<file path="src/rtl/calc_op_controller.sv">
// calc_op_controller: debounces the four active-low front-panel buttons, runs the
// power/operation state machine (Off, Soma, Sub, Mult, On) and sequences the
// arithmetic on the latched operands for the downstream display selector.
//
// Ports:
//   CLK        system clock, rising edge
//   RST        synchronous active-high reset
//   B1..B4     active-low buttons (Soma, Sub, Mult, power toggles)
//   N1, N2     unsigned W-bit operands
//   ESTADO     Off=0, Soma=1, Sub=2, Mult=3, On=4
//   RESULT     2W-bit unsigned magnitude of the result
//   NEG        subtraction result is negative
//   BUSY       shift-add multiplication in progress
//   RES_VALID  RESULT/NEG match the latched operands and current ESTADO
module calc_op_controller #(
  parameter int unsigned DB_CYCLES = 4,
  parameter int unsigned W         = 7
) (
  input  logic            CLK,
  input  logic            RST,
  input  logic            B1,
  input  logic            B2,
  input  logic            B3,
  input  logic            B4,
  input  logic [W-1:0]    N1,
  input  logic [W-1:0]    N2,
  output logic [2:0]      ESTADO,
  output logic [2*W-1:0]  RESULT,
  output logic            NEG,
  output logic            BUSY,
  output logic            RES_VALID
);

  localparam int unsigned RW = 2 * W;
  localparam int unsigned CW = (DB_CYCLES > 1) ? $clog2(DB_CYCLES) : 1;
  localparam int unsigned SW = (W > 1) ? $clog2(W) : 1;

  localparam logic [2:0] S_OFF  = 3'd0;
  localparam logic [2:0] S_SOMA = 3'd1;
  localparam logic [2:0] S_SUB  = 3'd2;
  localparam logic [2:0] S_MULT = 3'd3;
  localparam logic [2:0] S_ON   = 3'd4;

  // Button index: 0=B1, 1=B2, 2=B3, 3=B4
  logic [3:0]    btn_raw;
  logic [3:0]    sync1, sync2, stable, press;
  logic [CW-1:0] cnt [4];

  logic [2:0]    state, state_nxt;
  logic [W-1:0]  a, a_nxt, b, b_nxt;
  logic [RW-1:0] acc, acc_nxt, result, result_nxt;
  logic [SW-1:0] step, step_nxt;
  logic          neg, neg_nxt, busy, busy_nxt, res_valid, res_valid_nxt;
  logic          start_op;
  logic [RW-1:0] term, acc_sum;

  assign btn_raw   = {B4, B3, B2, B1};
  assign ESTADO    = state;
  assign RESULT    = result;
  assign NEG       = neg;
  assign BUSY      = busy;
  assign RES_VALID = res_valid;

  function automatic logic is_op(input logic [2:0] s);
    return (s == S_SOMA) || (s == S_SUB) || (s == S_MULT);
  endfunction

  // Synchronizers and debouncers; press is a one-cycle pulse on a stable 1->0
  always_ff @(posedge CLK) begin
    if (RST) begin
      sync1  <= '1;
      sync2  <= '1;
      stable <= '1;
      press  <= '0;
      for (int i = 0; i < 4; i++) cnt[i] <= '0;
    end else begin
      sync1 <= btn_raw;
      sync2 <= sync1;
      for (int i = 0; i < 4; i++) begin
        press[i] <= 1'b0;
        if (sync2[i] == stable[i]) begin
          cnt[i] <= '0;
        end else if (cnt[i] == CW'(DB_CYCLES - 1)) begin
          stable[i] <= sync2[i];
          cnt[i]    <= '0;
          press[i]  <= ~sync2[i];
        end else begin
          cnt[i] <= cnt[i] + CW'(1);
        end
      end
    end
  end

  // State and datapath registers
  always_ff @(posedge CLK) begin
    if (RST) begin
      state     <= S_OFF;
      a         <= '0;
      b         <= '0;
      acc       <= '0;
      step      <= '0;
      result    <= '0;
      neg       <= 1'b0;
      busy      <= 1'b0;
      res_valid <= 1'b0;
    end else begin
      state     <= state_nxt;
      a         <= a_nxt;
      b         <= b_nxt;
      acc       <= acc_nxt;
      step      <= step_nxt;
      result    <= result_nxt;
      neg       <= neg_nxt;
      busy      <= busy_nxt;
      res_valid <= res_valid_nxt;
    end
  end

  // Next-state, operand tracking and arithmetic sequencing
  always_comb begin
    state_nxt     = state;
    a_nxt         = a;
    b_nxt         = b;
    acc_nxt       = acc;
    step_nxt      = step;
    result_nxt    = result;
    neg_nxt       = neg;
    busy_nxt      = busy;
    res_valid_nxt = res_valid;
    start_op      = 1'b0;
    term          = '0;
    acc_sum       = '0;

    // Button events, B4 > B3 > B2 > B1; losers are dropped
    if (state == S_OFF) begin
      if (press[3]) state_nxt = S_ON;
    end else if (press[3]) begin
      state_nxt = S_OFF;
    end else if (press[2]) begin
      state_nxt = (state == S_MULT) ? S_ON : S_MULT;
    end else if (press[1]) begin
      state_nxt = (state == S_SUB) ? S_ON : S_SUB;
    end else if (press[0]) begin
      state_nxt = (state == S_SOMA) ? S_ON : S_SOMA;
    end

    if (state_nxt != state) begin
      // Any transition (including a multiply abort) drops the current result
      result_nxt    = '0;
      neg_nxt       = 1'b0;
      busy_nxt      = 1'b0;
      res_valid_nxt = 1'b0;
      start_op      = is_op(state_nxt);
    end else if (is_op(state)) begin
      if (busy) begin
        // One multiplier bit per cycle, LSB first; operand changes ignored
        term    = b[step] ? (RW'(a) << step) : '0;
        acc_sum = acc + term;
        acc_nxt = acc_sum;
        if (step == SW'(W - 1)) begin
          busy_nxt      = 1'b0;
          result_nxt    = acc_sum;
          res_valid_nxt = 1'b1;
        end else begin
          step_nxt = step + SW'(1);
        end
      end else if ((N1 != a) || (N2 != b)) begin
        start_op = 1'b1;
      end else if (!res_valid) begin
        if (state == S_SOMA) begin
          result_nxt    = RW'(a) + RW'(b);
          neg_nxt       = 1'b0;
          res_valid_nxt = 1'b1;
        end else if (state == S_SUB) begin
          if (a >= b) begin
            result_nxt = RW'(a - b);
            neg_nxt    = 1'b0;
          end else begin
            result_nxt = RW'(b - a);
            neg_nxt    = 1'b1;
          end
          res_valid_nxt = 1'b1;
        end else begin
          start_op = 1'b1;
        end
      end
    end

    // Latch operands and (re)start the operation of the next state
    if (start_op) begin
      a_nxt         = N1;
      b_nxt         = N2;
      acc_nxt       = '0;
      step_nxt      = '0;
      result_nxt    = '0;
      neg_nxt       = 1'b0;
      res_valid_nxt = 1'b0;
      busy_nxt      = (state_nxt == S_MULT);
    end
  end

endmodule

</file>
<file path="config.mk">
export PLATFORM = sky130hd
export DESIGN_NAME = calc_op_controller
export DESIGN_NICKNAME = d
export VERILOG_FILES = /design/src/rtl/calc_op_controller.sv
export SDC_FILE = /design/constraint.sdc
export NUM_CORES = 1
export LEC_CHECK = 0
export ABC_AREA = 0
export ABC_CLOCK_PERIOD_IN_PS = 6450
export BUFFER_PORTS_ARGS = -buffer_cell sky130_fd_sc_hd__buf_2
export CELL_PAD_IN_SITES_DETAIL_PLACEMENT = 0
export CELL_PAD_IN_SITES_GLOBAL_PLACEMENT = 1
export CORE_UTILIZATION = 40
export DETAILED_ROUTE_END_ITERATION = 12
export PLACE_DENSITY = 0.76
export SLEW_MARGIN = 20
export SYNTH_ARGS = -nofsm -noshare
export SYNTH_HDL_FRONTEND = slang
export SYNTH_SLANG_ARGS = --single-unit
</file>
<file path="constraint.sdc">
create_clock -name CLK -period 6.45 [get_ports CLK]
set_input_delay 1.6125 -clock CLK [delete_from_list [all_inputs] [get_ports CLK]]
set_output_delay 1.6125 -clock CLK [all_outputs]
set_load 0.01 [all_outputs]
</file>
# [Word level (Yosys, flattened, before mapping)]
# Memories as Yosys holds them, arrays and structs flattened.
# Index checks and enable logic that the tools add are counted.
[word_totals] mem_count=1 regBits=67 out_inout_bits=20 inputBits=20 ram_bits=8
[mem_list] memory="cnt" words=4 width=2 read_ports=4 rd_clocked_by_memory_dff=0 write_ports=4 line="47" rtl="logic [CW-1:0] cnt [4];"
[classes] n_reduce_logical=24 n_shift=1 addsub=9 n_lt_le_gt_ge=2 n_mux=98 n_bitwise=29 eq_ne=21
[op_table] op="14-bit 2-to-1 mux" n=8
[op_table] op="1-bit 2-to-1 mux" n=68
[op_table] op="3-bit 2-to-1 mux" n=9
[op_table] op="2-bit 2-to-1 mux" n=12
[op_table] op="1-bit NOT" n=17
[op_table] op="7-bit by 7-bit subtractor with 8-bit output" n=2
[op_table] op="3-bit OR reduction" n=5
[op_table] op="14-bit adder" n=1
[op_table] op="7-bit != test" n=2
[op_table] op="7-bit by 3-bit << shifter with 14-bit output" n=1
[op_table] op="3-bit by 2-bit equality test with 1-bit output, second input constant" n=4
[op_table] op="1-bit OR" n=12
[op_table] op="5-bit AND reduction" n=2
[op_table] op="2-bit by 1-bit adder with 2-bit output, second input constant" n=4
[op_table] op="7-bit by 7-bit adder with 8-bit output" n=1
[op_table] op="2-bit equality test, second input constant" n=4
[op_table] op="2-bit AND reduction" n=4
[op_table] op="7-bit >= comparator" n=1
[op_table] op="3-bit by 1-bit equality test with 1-bit output, second input constant" n=2
[op_table] op="3-bit AND reduction" n=2
[op_table] op="3-bit nonzero test" n=2
[op_table] op="1-bit logical OR" n=5
[op_table] op="1-bit equality test" n=4
[op_table] op="3-bit by 4-bit < comparator with 1-bit output, second input constant" n=1
[op_table] op="10 further kinds" n=11

# [Depth between registers and ports, before layout]
[logic_depth] depth_word=12 depth_mapped=18 ltp_nobuf=16

# [Worst setup path before layout]
# OpenSTA, ideal clock, no wires.
[synth_path] path_type="reg2reg" start="register step[0]" end="register acc[13]" arrival_ns=3.362 path_buffers=2 path_stages_with_launch=16 path_slack_ns=2.968 synth_period_minus_slack_ns=3.482 cell_sequence="dfxtp_1 > clkbuf_1 > mux4_2 > nand2b_1 > and2_1 > clkbuf_1 > nor2_1 > ha_1 > nand3_1 > o211ai_1 > o211a_1 > o21ai_0 > a21oi_1 > o21ai_0 > a21boi_0 > mux2_2"
[synth_via] elab_chain_cells=4
[synth_lines] element="from (decl)" line="52" rtl="logic [SW-1:0] step, step_nxt;"
[synth_lines] element="from (signal assigned)" line="111" rtl="step <= step_nxt;"
[synth_lines] element="1-bit binary-select mux with 3-bit select" line="157" rtl="term = b[step] ? (RW'(a) << step) : '0;"
[synth_lines] element="1-bit 2-to-1 mux (not written as such)" line="157"
[synth_lines] element="14-bit 2-to-1 mux (*)" line="157"
[synth_lines] element="14-bit adder (*)" line="158" rtl="acc_sum = acc + term;"
[synth_lines] element="to (signal assigned)" line="110" rtl="acc <= acc_nxt;"
[synth_lines] element="to (decl)" line="51" rtl="logic [RW-1:0] acc, acc_nxt, result, result_nxt;"
# Mark *: on every way between the ends. The rest lies on a longest branch, timed or not. The select of a mux whose other input is x is not followed.
# A chain may end at the register's enable or synchronous reset.

# [Worst setup path after layout]
[layout_path] start="input N2[3]" end="register result[13], in the netlist RESULT[13]"
[layout_via] elab_chain_cells=7
[layout_lines] element="from (decl)" line="26" rtl="input logic [W-1:0] N2,"
[layout_lines] element="7-bit != test (*)" line="167" rtl="end else if ((N1 != a) || (N2 != b)) begin"
[layout_lines] element="1-bit logical OR (*)" line="167"
[layout_lines] element="1-bit 2-to-1 mux" line="167"
[layout_lines] element="1-bit 2-to-1 mux" line="155" rtl="if (busy) begin"
[layout_lines] element="1-bit 2-to-1 mux" line="154" rtl="end else if (is_op(state)) begin"
[layout_lines] element="1-bit 2-to-1 mux" line="147" rtl="if (state_nxt != state) begin"
[layout_lines] element="3-bit OR reduction (no source line)"
[layout_lines] element="to (signal assigned)" line="112" rtl="result <= result_nxt;"
[layout_lines] element="to (decl)" line="51"
# Mark *: on every way between the ends. The rest lies on a longest branch, timed or not.

==> results.sh <==
export IMPL_rows=41
export IMPL_syn_area_per_cell_um2=8.419
export IMPL_postCtsSetupRepairBufs=0
export IMPL_antenna_found_initial=0
export IMPL_switchingPower_uw=226.0
export IMPL_start_kind="input port"
export IMPL_status="finished clean"
export IMPL_power_frac_seq_pct=46.9
export IMPL_cp_data_required_time_ns=6.68
export IMPL_min_period_ns=4.221
export IMPL_synth_edf_count=8
export IMPL_antenna_cells=0
export IMPL_min_path_type="reg -> reg"
export IMPL_ir_drop_uv=139.7
export IMPL_grt_total_usage_pct=19.03
export IMPL_vias=4230
export IMPL_ys_ff_latch=75
export IMPL_grt_max_degree=43
export IMPL_die_area_um2=13400
export IMPL_fill_cells=1292
export IMPL_grt_setup_unrepaired="no"
export IMPL_comb_power_share_pct=3.3
export IMPL_fin_nets=707
export IMPL_ctsHoldBuffers=0
export IMPL_synth_area_um2=5177
export IMPL_max_cap_violations=0
export IMPL_cts_resized=0
export IMPL_areaGrowthSynthToFinish_pct=11.55
export IMPL_finalSetupViolCount=0
export IMPL_clock_sinks=75
export IMPL_ys_flop_type="dfxtp_1"
export IMPL_hold_viol_final=0
export IMPL_clock_fmax_mhz=236.9
export IMPL_ant_nets=0
export IMPL_core_area_um2=12620
export IMPL_slew_headroom_pct=40.47
export IMPL_ys_warn_count=0
export IMPL_tightest_slew_ns=0.8920
export IMPL_fin_tns_setup_ns=0
export IMPL_hpwl_um=9249
export IMPL_wl_per_cell_um=14.81
export IMPL_period_share_pct=65.44
export IMPL_ys_seq_area_share_pct=30.55
export IMPL_synthArstFlopShare_pct=0
export IMPL_dr_pass1_iters=4
export IMPL_arrival_ns=4.45
export IMPL_p_leak_nw=2.332
export IMPL_cts_buffers=9
export IMPL_slew_violations=0
export IMPL_pwr_share_clk_pct=49.9
export IMPL_cts_root_buffer="clkbuf_16"
export IMPL_cp_max_fo=21
export IMPL_die_height_um=115.8
export IMPL_grt_pass1_vias=3931
export IMPL_avgViaCountPerCell=5.159
export IMPL_clock_latency_ns=0.35
export IMPL_wirelength_um=12140
export IMPL_seqCellArea_um2=1582
export IMPL_drc=0
export IMPL_holdWs_ns=0.4120
export IMPL_drtIter0Drc=181
export IMPL_initial_utilization_pct=41.03
export IMPL_synth_cell_types=66
export IMPL_cts_tree="yes"
export IMPL_drive_above_1_share_pct=12.19
export IMPL_p_int_uw=801.7
export IMPL_skew_ns=0.007331
export IMPL_swShare_pct=21.99
export IMPL_crit_path_end_kind="register"
export IMPL_ctsHtreeMaxLevel=3
export IMPL_gr_total_overflow=0
export IMPL_path_clk_slew_ns=0.06
export IMPL_io_pins=40
export IMPL_clockBufferDepth=2
export IMPL_multi_input_area_um2=3328
export IMPL_synthCells=615
export IMPL_port_buffers=39
export IMPL_gp_congestion=0.8240
export IMPL_die_w_um=115.8
export IMPL_powerDensity_nw_per_um2=177.9
export IMPL_grt_pass1_wl_um=19490
export IMPL_crit_type="in -> reg"
-- worst paths after layout --
check	start	end	slack [ns]	cells after the start
min	sync1[0]$_SDFF_PP1_	sync2[0]$_SDFF_PP1_	0.41	1
max reg2reg	step[0]$_SDFFE_PP0P_	acc[13]$_SDFFE_PP0P_	2.32	13
min reg2reg	sync1[0]$_SDFF_PP1_	sync2[0]$_SDFF_PP1_	0.41	1
max	N2[3]	RESULT[13]$_SDFFE_PP0P_	2.23	9
-- sequential cells by signal, summed over array words and instances (netlist names) --
name and flops:
acc 14, ESTADO 3, BUSY 1, press 4, b 7, step 3, cnt 8, sync1 4
stable 4, NEG 1, RESULT 14, a 7, RES_VALID 1, sync2 4
-- placed cells by master (no fill, tap or decap), types with 15 or more instances in the layout --
| cell type | instances |
|---|---|
| nor2b_1 | 15 |
| nor3_1 | 15 |
| o21ai_0 | 23 |
| xnor2_1 | 19 |
| buf_2 | 39 |
| nor2_1 | 92 |
| ha_1 | 40 |
| dfxtp_1 | 67 |
| a21oi_1 | 36 |
| inv_1 | 37 |
| mux2i_1 | 39 |
| nand2b_1 | 17 |
| nand2_1 | 27 |
| xor2_1 | 15 |
-- worst max-delay path, cell delays in order --
cell,delay (ns)
buf_2,0.11
xor2_1,0.13
nor4_1,0.41
nand4_1,0.26
nor4_1,0.52
o21a_1,0.71
nand2b_1,0.27
a311oi_1,0.31
a31oi_1,0.11
-- per-layer routing --
metal,GRT usage (%),routed length (um)
met1,25.10,5987
met2,30.20,5493
met3,3.033,353
met4,9.487,309
met5,0,0
-- power groups by stage --
stage	registers (mW)	clock network [mW]	logic (mW)
after floorplan	0.491	0	0.0240
after global placement	0.492	0	0.0331
after detailed placement	0.492	0	0.0341
after CTS	0.482	0.526	0.0344
after global routing	0.482	0.545	0.0384
final	0.482	0.512	0.0338
-- cells by family after synthesis --
logic type | count (synthesis) | share of synthesized area (%)
simple gates | 220 | 21.15
compound gates | 131 | 17.18
flops | 75 | 30.55
buf+inv | 68 | 5.679
fa+ha+maj | 44 | 11.21
mux | 42 | 8.410
xor+xnor | 34 | 5.752
other cells | 1 | 0.07243
-- per-stage QoR --
step | area [um^2] | power, mW | std cells | setup slack (ns) | utilization [%]
2_1_floorplan | 5204 | 0.5146 | 622 | 2.968 | -
3_3_place_gp | 5474 | 0.5247 | 804 | 2.033 | 43.38
3_5_place_dp | 5474 | 0.5260 | 804 | 1.917 | 43.38
4_1_cts | 5776 | 1.042 | 820 | 2.287 | 45.77
5_1_grt | 5776 | 1.065 | 820 | 2.017 | 45.77
6_report | 5776 | 1.028 | 820 | 2.229 | 45.77
-- synthesized netlist by cell type (3+ instances only) --
cell type | n | share of area, %
clkbuf_1 | 20 | 1.4
or2_2 | 9 | 1.1
nor2_1 | 92 | 6.7
nand2_1 | 27 | 2.0
nand3_1 | 5 | 0.48
a211o_1 | 5 | 0.85
inv_1 | 37 | 2.7
and2_1 | 3 | 0.36
nor3_1 | 15 | 1.4
fa_1 | 4 | 1.5
and3_1 | 3 | 0.36
nor2b_1 | 15 | 1.8
a21o_1 | 3 | 0.43
a31oi_1 | 6 | 0.73
buf_2 | 7 | 0.68
ha_1 | 40 | 9.7
a21oi_1 | 36 | 3.5
nor4bb_1 | 4 | 0.77
nor4_1 | 5 | 0.60
buf_6 | 4 | 0.87
o211ai_1 | 7 | 1.0
xor2_1 | 15 | 2.5
o22ai_1 | 3 | 0.36
nand2b_1 | 17 | 2.1
mux2i_1 | 39 | 7.5
a211oi_2 | 3 | 0.73
o21bai_1 | 5 | 0.73
o31ai_1 | 3 | 0.43
a211oi_1 | 9 | 1.3
o21a_1 | 8 | 1.2
dfxtp_1 | 67 | 26
or3_1 | 7 | 0.85
o21ai_0 | 23 | 2.2
edfxtp_1 | 8 | 4.6
xnor2_1 | 19 | 3.2
-- layout make-up --
type,count,share of cell area [%]
clock buffers,10,4.138
flip-flops and latches,75,27.38
repair buffers,41,3.640
well taps,172,3.726
multi-input cells,479,57.63
clock inverters,6,1.083
inverters,37,2.405
No activity file was read; power rests on OpenSTA's default activity.
